[src/rtl/arb_mux_pkg.sv]
`default_nettype none
// ============================================================================
// Module   : arb_mux_pkg
// Brief    : Mode encodings, lock-state type and channel-index width helper
//            shared by the arb_mux_nto1 slice.
// Revision : 1.0 - initial release
// ============================================================================
package arb_mux_pkg;

    localparam logic [1:0] MODE_RR    = 2'd0;
    localparam logic [1:0] MODE_PRIO  = 2'd1;
    localparam logic [1:0] MODE_FORCE = 2'd2;

    typedef enum logic [0:0] {
        LOCK_IDLE = 1'b0,
        LOCK_HELD = 1'b1
    } lock_state_t;

    // Never returns zero so a 1-channel build still has a legal index vector.
    function automatic int sel_width(input int n);
        return (n <= 2) ? 1 : $clog2(n);
    endfunction

endpackage : arb_mux_pkg
`default_nettype wire

[src/rtl/arb_mux_nto1_rr_arbiter.sv]
`default_nettype none
// ============================================================================
// Module   : rr_arbiter
// Brief    : Combinational rotating-priority arbiter; ptr = 0 gives fixed
//            priority with channel 0 highest.
// Revision : 1.0 - initial release
// ============================================================================
module rr_arbiter
    import arb_mux_pkg::*;
#(
    parameter int NUM_IN = 4,
    parameter int SEL_W  = sel_width(NUM_IN)
) (
    input  logic [NUM_IN-1:0] req,
    input  logic [SEL_W-1:0]  ptr,
    output logic [NUM_IN-1:0] grant
);

    logic [NUM_IN-1:0] w_mask;
    logic [NUM_IN-1:0] w_req_hi;
    logic [NUM_IN-1:0] w_gnt_hi;
    logic [NUM_IN-1:0] w_gnt_all;

    // Requests at or above ptr win first; otherwise wrap to the full set.
    for (genvar gi = 0; gi < NUM_IN; gi++) begin : g_mask
        assign w_mask[gi] = (SEL_W'(gi) >= ptr);
    end

    assign w_req_hi = req & w_mask;

    always_comb begin
        w_gnt_hi  = '0;
        w_gnt_all = '0;
        for (int i = NUM_IN - 1; i >= 0; i--) begin
            if (w_req_hi[i]) begin
                w_gnt_hi    = '0;
                w_gnt_hi[i] = 1'b1;
            end
            if (req[i]) begin
                w_gnt_all    = '0;
                w_gnt_all[i] = 1'b1;
            end
        end
    end

    assign grant = (|w_req_hi) ? w_gnt_hi : w_gnt_all;

endmodule : rr_arbiter
`default_nettype wire

[src/rtl/arb_mux_nto1.sv]
`default_nettype none
// ============================================================================
// Module   : arb_mux_nto1
// Brief    : Registered N:1 valid/ready mux with round-robin, fixed-priority
//            and forced-select arbitration. Burst locking via ARB_MUX_LOCK_EN.
// Revision : 1.0 - initial release
// ============================================================================
module arb_mux_nto1
    import arb_mux_pkg::*;
#(
    parameter int WIDTH  = 32,
    parameter int NUM_IN = 4,
    parameter int SEL_W  = sel_width(NUM_IN)
) (
    input  logic                    clk,
    input  logic                    reset,
    input  logic [1:0]              mode,
    input  logic [SEL_W-1:0]        force_sel,
    input  logic [NUM_IN-1:0]       in_valid,
    input  logic [NUM_IN*WIDTH-1:0] in_data,
    input  logic [NUM_IN-1:0]       in_last,
    output logic [NUM_IN-1:0]       in_ready,
    output logic                    out_valid,
    output logic [WIDTH-1:0]        out_data,
    output logic [SEL_W-1:0]        out_sel,
    input  logic                    out_ready
);

    logic              r_out_valid;
    logic [WIDTH-1:0]  r_out_data;
    logic [SEL_W-1:0]  r_out_sel;
    logic [SEL_W-1:0]  r_ptr;

    logic              w_load;
    logic              w_rr_mode;
    logic [NUM_IN-1:0] w_force_mask;
    logic [NUM_IN-1:0] w_req;
    logic [SEL_W-1:0]  w_arb_ptr;
    logic [NUM_IN-1:0] w_arb_grant;
    logic [NUM_IN-1:0] w_grant;
    logic              w_any;
    logic [SEL_W-1:0]  w_gnt_idx;
    logic [WIDTH-1:0]  w_gnt_data;
    logic [SEL_W-1:0]  w_ptr_next;
    logic              w_gnt_last;

    assign w_load = !r_out_valid || out_ready;

    // An out-of-range force_sel matches no channel, so nothing is eligible.
    for (genvar gi = 0; gi < NUM_IN; gi++) begin : g_force_mask
        assign w_force_mask[gi] = (SEL_W'(gi) == force_sel);
    end

`ifdef ARB_MUX_LOCK_EN
    lock_state_t       r_lock_state;
    lock_state_t       w_lock_next;
    logic [SEL_W-1:0]  r_lock_ch;
    logic [SEL_W-1:0]  w_lock_ch_next;
    logic [NUM_IN-1:0] w_lock_mask;

    for (genvar gi = 0; gi < NUM_IN; gi++) begin : g_lock_mask
        assign w_lock_mask[gi] = (SEL_W'(gi) == r_lock_ch);
    end

    assign w_gnt_last = |(w_grant & in_last);
`else
    logic w_unused_last;
    assign w_unused_last = ^in_last;
    assign w_gnt_last    = 1'b1;
`endif

    always_comb begin
        w_req     = in_valid;
        w_arb_ptr = r_ptr;
        w_rr_mode = 1'b1;
        case (mode)
            MODE_PRIO: begin
                w_arb_ptr = '0;
                w_rr_mode = 1'b0;
            end
            MODE_FORCE: begin
                w_req     = in_valid & w_force_mask;
                w_arb_ptr = '0;
                w_rr_mode = 1'b0;
            end
            default: ;
        endcase
`ifdef ARB_MUX_LOCK_EN
        // A held burst owns the output regardless of the selected mode.
        if (r_lock_state == LOCK_HELD) begin
            w_req = in_valid & w_lock_mask;
        end
`endif
    end

    rr_arbiter #(
        .NUM_IN (NUM_IN),
        .SEL_W  (SEL_W)
    ) u_rr_arbiter (
        .req   (w_req),
        .ptr   (w_arb_ptr),
        .grant (w_arb_grant)
    );

    assign w_grant  = w_load ? w_arb_grant : '0;
    assign w_any    = |w_grant;
    assign in_ready = w_grant;

    always_comb begin
        w_gnt_idx  = '0;
        w_gnt_data = '0;
        for (int i = 0; i < NUM_IN; i++) begin
            if (w_grant[i]) begin
                w_gnt_idx  = SEL_W'(i);
                w_gnt_data = in_data[i*WIDTH +: WIDTH];
            end
        end
    end

    assign w_ptr_next = (w_gnt_idx == SEL_W'(NUM_IN - 1)) ? '0 : (w_gnt_idx + 1'b1);

    always_ff @(posedge clk) begin
        if (reset) begin
            r_ptr <= '0;
        end else if (w_any && w_rr_mode && w_gnt_last) begin
            r_ptr <= w_ptr_next;
        end
    end

`ifdef ARB_MUX_LOCK_EN
    always_ff @(posedge clk) begin
        if (reset) begin
            r_lock_state <= LOCK_IDLE;
            r_lock_ch    <= '0;
        end else begin
            r_lock_state <= w_lock_next;
            r_lock_ch    <= w_lock_ch_next;
        end
    end

    always_comb begin
        w_lock_next    = r_lock_state;
        w_lock_ch_next = r_lock_ch;
        case (r_lock_state)
            LOCK_IDLE: begin
                if (w_any && !w_gnt_last) begin
                    w_lock_next    = LOCK_HELD;
                    w_lock_ch_next = w_gnt_idx;
                end
            end
            LOCK_HELD: begin
                if (w_any && w_gnt_last) begin
                    w_lock_next = LOCK_IDLE;
                end
            end
            default: w_lock_next = LOCK_IDLE;
        endcase
    end
`endif

    always_ff @(posedge clk) begin
        if (reset) begin
            r_out_valid <= 1'b0;
            r_out_data  <= '0;
            r_out_sel   <= '0;
        end else if (w_load) begin
            r_out_valid <= w_any;
            if (w_any) begin
                r_out_data <= w_gnt_data;
                r_out_sel  <= w_gnt_idx;
            end
        end
    end

    assign out_valid = r_out_valid;
    assign out_data  = r_out_data;
    assign out_sel   = r_out_sel;

endmodule : arb_mux_nto1
`default_nettype wire

[config.mk]
export PLATFORM = sky130hd
export DESIGN_NAME = arb_mux_nto1
export DESIGN_NICKNAME = d
export VERILOG_FILES = /design/src/rtl/arb_mux_pkg.sv /design/src/rtl/arb_mux_nto1_rr_arbiter.sv /design/src/rtl/arb_mux_nto1.sv
export SDC_FILE = /design/constraint.sdc
export NUM_CORES = 1
export LEC_CHECK = 0
export CAP_MARGIN = 10
export CORE_MARGIN = 5
export CORE_UTILIZATION = 57
export CTS_CLUSTER_DIAMETER = 60
export DETAILED_ROUTE_END_ITERATION = 12
export DONT_BUFFER_PORTS = 1
export PLACE_DENSITY = 0.82
export SYNTH_ARGS = -nofsm -noshare
export SYNTH_HDL_FRONTEND = slang
export SYNTH_SLANG_ARGS = --single-unit
[constraint.sdc]
create_clock -name clk -period 2 [get_ports clk]
set_input_delay 0.2 -clock clk [delete_from_list [all_inputs] [get_ports clk]]
set_output_delay 0.2 -clock clk [all_outputs]
set_load 0.005 [all_outputs]
; After elaboration in Yosys (flattened, before gate mapping)
; Index checks and enable logic that the tools add are counted.
; Widths: inputs -> output; s select.
[totals]
out_inout_bits = 39
inputBits = 143
elab_cells = 46
regBits = 37
[op_classes]
order_cmp = 4
n_addsub = 1
bitwise_logic = 2
n_reduce_logical = 8
eq_ne = 6
muxes = 21
[ops]
columns = cell, count
row1 = $mux 32, 4
row2 = $mux 4, 11
row3 = $and 4x4->4, 2
row4 = $mux 2, 4
row5 = $reduce_or 4->1, 2
row6 = $eq 2x2->1 const A, 2
row7 = $eq 2x2->1 const B, 2
row8 = $ge 1x2->1 const A, 2
row9 = $ge 2x2->1 const A, 2
row10 = $add 2x1->2 const B, 1
row11 = $eq 1x2->1 const A, 1
row12 = $eq 2x1->1 const B, 1
row13 = $logic_not 2->1, 1
row14 = $mux 1, 2
row15 = $reduce_and 2->1, 1
row16 = $reduce_or 2->1, 1
row17 = $logic_and 1x1->1, 1
row18 = $logic_not 1->1, 1
row19 = $logic_or 1x1->1, 1

; Longest topological paths before layout
[depth]
ltp_word = 16
mapped_depth = 11
mapped_depth_nobuf = 9

; Cells and area by module
; A second synthesis with hierarchy kept.
[unflattened]
hier_cells = 300
area_unflattened_um2 = 2602.5
[by_module_without_submodules]
columns = module, seq_area_each_um2, cells_each, area_each_um2, n_inst
row1 = arb_mux_nto1, 740.7, 283, 2498.6, 1
row2 = rr_arbiter, 0.0, 17, 103.8, 1

; Least setup slack after synthesis
; No wires, ideal clock.
[synth_timing]
path_kind = input-to-reg
startpoint = in mode[0]
endpoint = reg r_out_data[0] (netlist: out_data[0])
n_path_buf = 2
required_time_ps = 1908
setup_ps = 92
path_stages = 9
t_arrival_ps = 2047
setup_slack_ps = -139
path_cell_list = inv_1 -> ha_1 -> buf_2 -> and3_1 -> a221oi_4 -> o21ai_1 -> a31o_2 -> buf_2 -> o32ai_1
[synth_between]
elab_chain_len = 14
word_cells_on_any_way = 27
cone_classes = order compare: 4 / eq/ne: 2 / mux: 16 / bitwise: 1 / reduce/logical: 4
[synth_rtl]
columns = element, line_no
row1 = "start, declared", arb_mux_nto1.sv:17  ; input logic [1:0] mode,
row2 = $eq 2x2->1 / $eq 2x1->1 (equally long branches), arb_mux_nto1.sv:76  ; case (mode)
row3 = $reduce_or 2->1 (no source line), n/a
row4 = $mux 2, arb_mux_nto1.sv:76
row5 = $ge 2x2->1, arb_mux_nto1_rr_arbiter.sv:26  ; assign w_mask[gi] = (SEL_W'(gi) >= ptr);
row6 = $and 4x4->4, arb_mux_nto1_rr_arbiter.sv:29  ; assign w_req_hi = req & w_mask;
row7 = $mux 4 (3 in series), arb_mux_nto1_rr_arbiter.sv:35  ; if (w_req_hi[i]) begin
row8 = $mux 4 *, arb_mux_nto1_rr_arbiter.sv:46  ; assign grant = (|w_req_hi) ? w_gnt_hi : w_gnt_all;
row9 = $mux 4 *, arb_mux_nto1.sv:105  ; assign w_grant = w_load ? w_arb_grant : '0;
row10 = $mux 32 (4 in series), arb_mux_nto1.sv:113  ; if (w_grant[i]) begin
row11 = "end signal, assigned", arb_mux_nto1.sv:169  ; r_out_data <= w_gnt_data;
row12 = "end, declared", arb_mux_nto1.sv:30  ; logic [WIDTH-1:0] r_out_data;
; Every way passes the cells marked *; elsewhere a longest branch is shown, timed or not.
; A chain may end at the register's enable or synchronous reset.

; Worst setup path after layout
[layout_timing]
startpoint = reg r_ptr[1]
endpoint = reg r_out_data[24] (netlist: out_data[24])
[layout_between]
elab_chain_len = 12
word_cells_on_any_way = 19
cone_classes = order compare: 4 / mux: 11 / bitwise: 1 / reduce/logical: 3
[layout_rtl]
columns = element, line_no
row1 = "start, declared", arb_mux_nto1.sv:32  ; logic [SEL_W-1:0] r_ptr;
row2 = "start signal, assigned", arb_mux_nto1.sv:126  ; r_ptr <= w_ptr_next;
row3 = $mux 2 *, arb_mux_nto1.sv:76
row4 = $ge 2x2->1, arb_mux_nto1_rr_arbiter.sv:26
row5 = $and 4x4->4 *, arb_mux_nto1_rr_arbiter.sv:29
row6 = $mux 4 (3 in series), arb_mux_nto1_rr_arbiter.sv:35
row7 = $mux 4 *, arb_mux_nto1_rr_arbiter.sv:46
row8 = $mux 4 *, arb_mux_nto1.sv:105
row9 = $mux 32 (4 in series), arb_mux_nto1.sv:113
; Marked as above.

==> summary.md <==
| Metric | Value |
|---|---|
| Seq/Total Area, Yosys | between 30 and 40% |
| Final wirelength | roughly 9300 µm |
| H-tree Lvls | 2 |
| Clock Tree Buf Depth | 2 |
| Async SR Flop Fraction | 0% |
| Mapped Avg Cell Area | around 7.5 µm² |
| Hold WS | around 120 ps |
| Mux cell area share after synthesis | 0% |
| CTS buffer count | 5 |
| Non-filler instance count after layout | about 400 |
| Final setup viols | 27 |
| Max cap viols | 0 |
| Final Hold Vio Count | 0 |
| Cell Chain, Critical Path | a221oi_2, and4bb_1, a31oi_4, buf_4, buf_6, inv_6, a222oi_1, o32ai_2 |
| Final GP Congestion | roughly 0.86 |
| RSZ-0062 raised after global routing | true |
| Clk sinks | 37 |
| Worst Hold Class | in2reg |
| Worst Path Arrival | 2230 ps |
| Post-route ant nets | 0 |
| CTS tree | yes |
| R2R Setup Slk | -70 ps |
| Post-synthesis net count | 470 |
| Number of synthesized flops with an enable pin | 0 |
| Die Y-Extent | ~75 µm |
| Worst-path maximum fanout | 17 |
| Slowest stage cell, crit path | a222oi_1 |
| DIE WIDTH | roughly 75 µm |
| Pins Over Slew Limit | 0 |
| CP Class | reg2reg |
| Peak VDD IR | around 540 µV |
| Worst-margin pin slew | 407 ps |
| Initial core utilization | 60.0% |
| IO Pins | 182 |
| Yosys warns | 0 |
| Reg2reg start | r_ptr[1]$_SDFFE_PP0P_ |
| Hold_sp | in_data[112] |
| Power Density | roughly 760 mW/mm² |
| Hold Path Depth | 2 |
| Clock root cell | clkbuf_8 |
| Min Tclk post-route | approximately 2100 ps |
| Die area | roughly 0.0057 mm² |
| Area growth syn-to-layout | 32.9% |
| Total core area | roughly 0.004 mm² |
| Depth of the most critical reg-to-reg path | 8 |
| Synth Area in XOR/XNOR | 0% |
| Count of input and output buffers | 0 |
| Fmax | 483 MHz |
| Commonest cells after routing, fill and taps aside | nand2_1 (69), inv_1 (37), nor2_1 (35), buf_4 (35), dfxtp_1 (34) |
| Main combinational cell family by area after synthesis | compound AO/OA/AOI/OAI gates |
| Final setup margin | -72.2 ps |
| Slew Limit Headroom | between 70% and 80% |
| Synthesized area | 0.00243 mm² |
| Outcome | finished with violations |
| Antenna Cells | 0 |
| Global Route Usage Sum | just under 30% |
| Nets@finish | ~500 |
| Commonest non-fill, non-tap cell in the layout | nand2_1 |
| Congestion Overflow GR | 0 |
| CP required | approximately 2200 ps |
| Post-synthesis compound-gate area fraction | 35.3% |
| Drt wl/cell | 22.9 µm |
| Failing checks | negative setup slack |
| Post-synthesis adder-cell area fraction | 0.514% |
| Vias | 2832 |
| Leak pwr | about 0.0013 µW |
| First-pass GRT wire length | roughly 13000 µm |
| Slowest stage delay, CP | ~410 ps |
| Vias in the first global route | 2682 |
| Worst r2r dst | out_data[24]$_SDFFE_PP0P_ |
| Worst-path clk slew | 80 ps |
| Post-synthesis cell type count | 44 |
| Initial antenna violation count | 0 |
| Clock skew | a little under 6 ps |
| Post-DP Area | 0.00279 mm² |
| Startpoint Class | flop |
| Pre-CTS WS | -213 ps |
| DRC errors left | 0 |
| DRT Pass-1 Iters | 7 |
| Post-Synth Simple-Gate Area | approximately 22% |
| DP Cell Count | approximately 390 |
| CP endpoint kind | flop |
| Fraction of layout cells with a size suffix above 1 | 30.3% |
| Vias per cell | roughly 7.0 |
| Worst skew pair latency | 280 ps |
| Post-route cell area | between 0.003 and 0.004 mm² |
| FP Rows | 23 |
| HPWL after detailed placement | between 6000 and 7000 µm |
| Starting DRT DRC Count | roughly 320 |
| Post-synthesis cell count | 326 |
| Yosys reg bits | 37 |
| Hold path endpoint | out_data[16]$_SDFFE_PP0P_ |
| Largest net degree at the start of global routing | 36 |
| Post-synth top flop | dfxtp_1 |
| Tcrit/Tclk final | 104% |
==> metal layers <==
layer	GRT usage (%)	wire length (µm)	vias to the layer above	part of all wire, %
met2	51.0	4820	200	52
li1	-	-	1278	-
met5	0	0	-	0
met1	33.3	3250	1334	35
met3	9.23	1090	20	12
met4	9.51	180	0	1.9
==> per-stage QoR <==
| stage | total power, µW | setup TNS (ps) | utilization (%) |
|---|---|---|---|
| floorplan | 1510 | 0 | - |
| global placement | 1700 | -3270 | 68.6 |
| detailed placement | 1720 | -4610 | 68.6 |
| CTS | 2260 | 0 | 71.5 |
| global route | 2600 | -2400 | 79.7 |
| finish | 2470 | -583 | 79.7 |
==> power breakdown <==
group	internal, µW	total, µW	switching (µW)
clock	274	528	254
sequential	846	944	98.4
combinational	476	998	521
==> cell usage after synthesis, types with 3 or more instances <==
library cell,number,share of area (%)
nor2_1,35,5.4
buf_2,9,1.9
a31oi_1,3,0.77
o32ai_1,32,12
buf_6,3,1.4
nand2b_1,3,0.77
dfxtp_1,37,30
a21oi_1,5,1.0
nor2b_1,3,0.77
a211oi_1,3,0.93
a222oi_1,32,13
nand2_1,70,11
inv_1,38,5.9
clkbuf_1,16,2.5
==> what timing repair did <==
item | CTS | global route
pin swaps | 1 | 25
hold buffers | 1 | 0
hold endpoints to repair | 4 | 0
cloned | 0 | 5
setup buffers | 0 | 8
gates resized for setup | 7 | 42
endpoints found under the setup margin | 35 | 34
==> area by class of cell <==
class                      count  area [µm²]
timing repair buffer          50         483
sequential                    37         749
inverter                      40         163
clock buffer                   7        86.3
fill                         268         825
multi-input combinational    220        1660
tap                           50        62.6
timing repair inverter         3        28.8
==> kinds of logic (layout without fill, tap and decap cells) <==
| family | count (synthesis) | count (layout) |
|---|---|---|
| and+or+nand+nor | 124 | 124 |
| adders and majority gates | 1 | 1 |
| AOI/OAI and AO/OA | 95 | 95 |
| DFF | 37 | 37 |
| buffers and inverters | 69 | 100 |
==> worst max-delay path by stage <==
stage                           startpoint  depth (start not counted)  slack (ps)                   endpoint
floorplan                          mode[0]                         11           3   out_data[0]$_SDFFE_PP0P_
global placement                   mode[0]                          9        -110  out_data[19]$_SDFFE_PP0P_
detailed placement                 mode[0]                          9        -210  out_data[31]$_SDFFE_PP0P_
CTS                  r_ptr[1]$_SDFFE_PP0P_                          6         0.9  out_data[18]$_SDFFE_PP0P_
global route        out_valid$_SDFFE_PP0P_                          9        -120  out_data[16]$_SDFFE_PP0P_
finish               r_ptr[1]$_SDFFE_PP0P_                          8         -70  out_data[24]$_SDFFE_PP0P_
==> sequential cells by signal (all words and copies together) (netlist names) <==
register and flops:
r_ptr 2, out_valid 1, out_sel 2, out_data 32
==> critical path: cells and delay by family, from the launching register on <==
kind / cells / cell delay, ps
buf+inv: 3 / 350
flops: 1 / 370
compound gates: 4 / 970
simple gates: 1 / 270
Note: power is estimated with default switching activity, not from simulation.
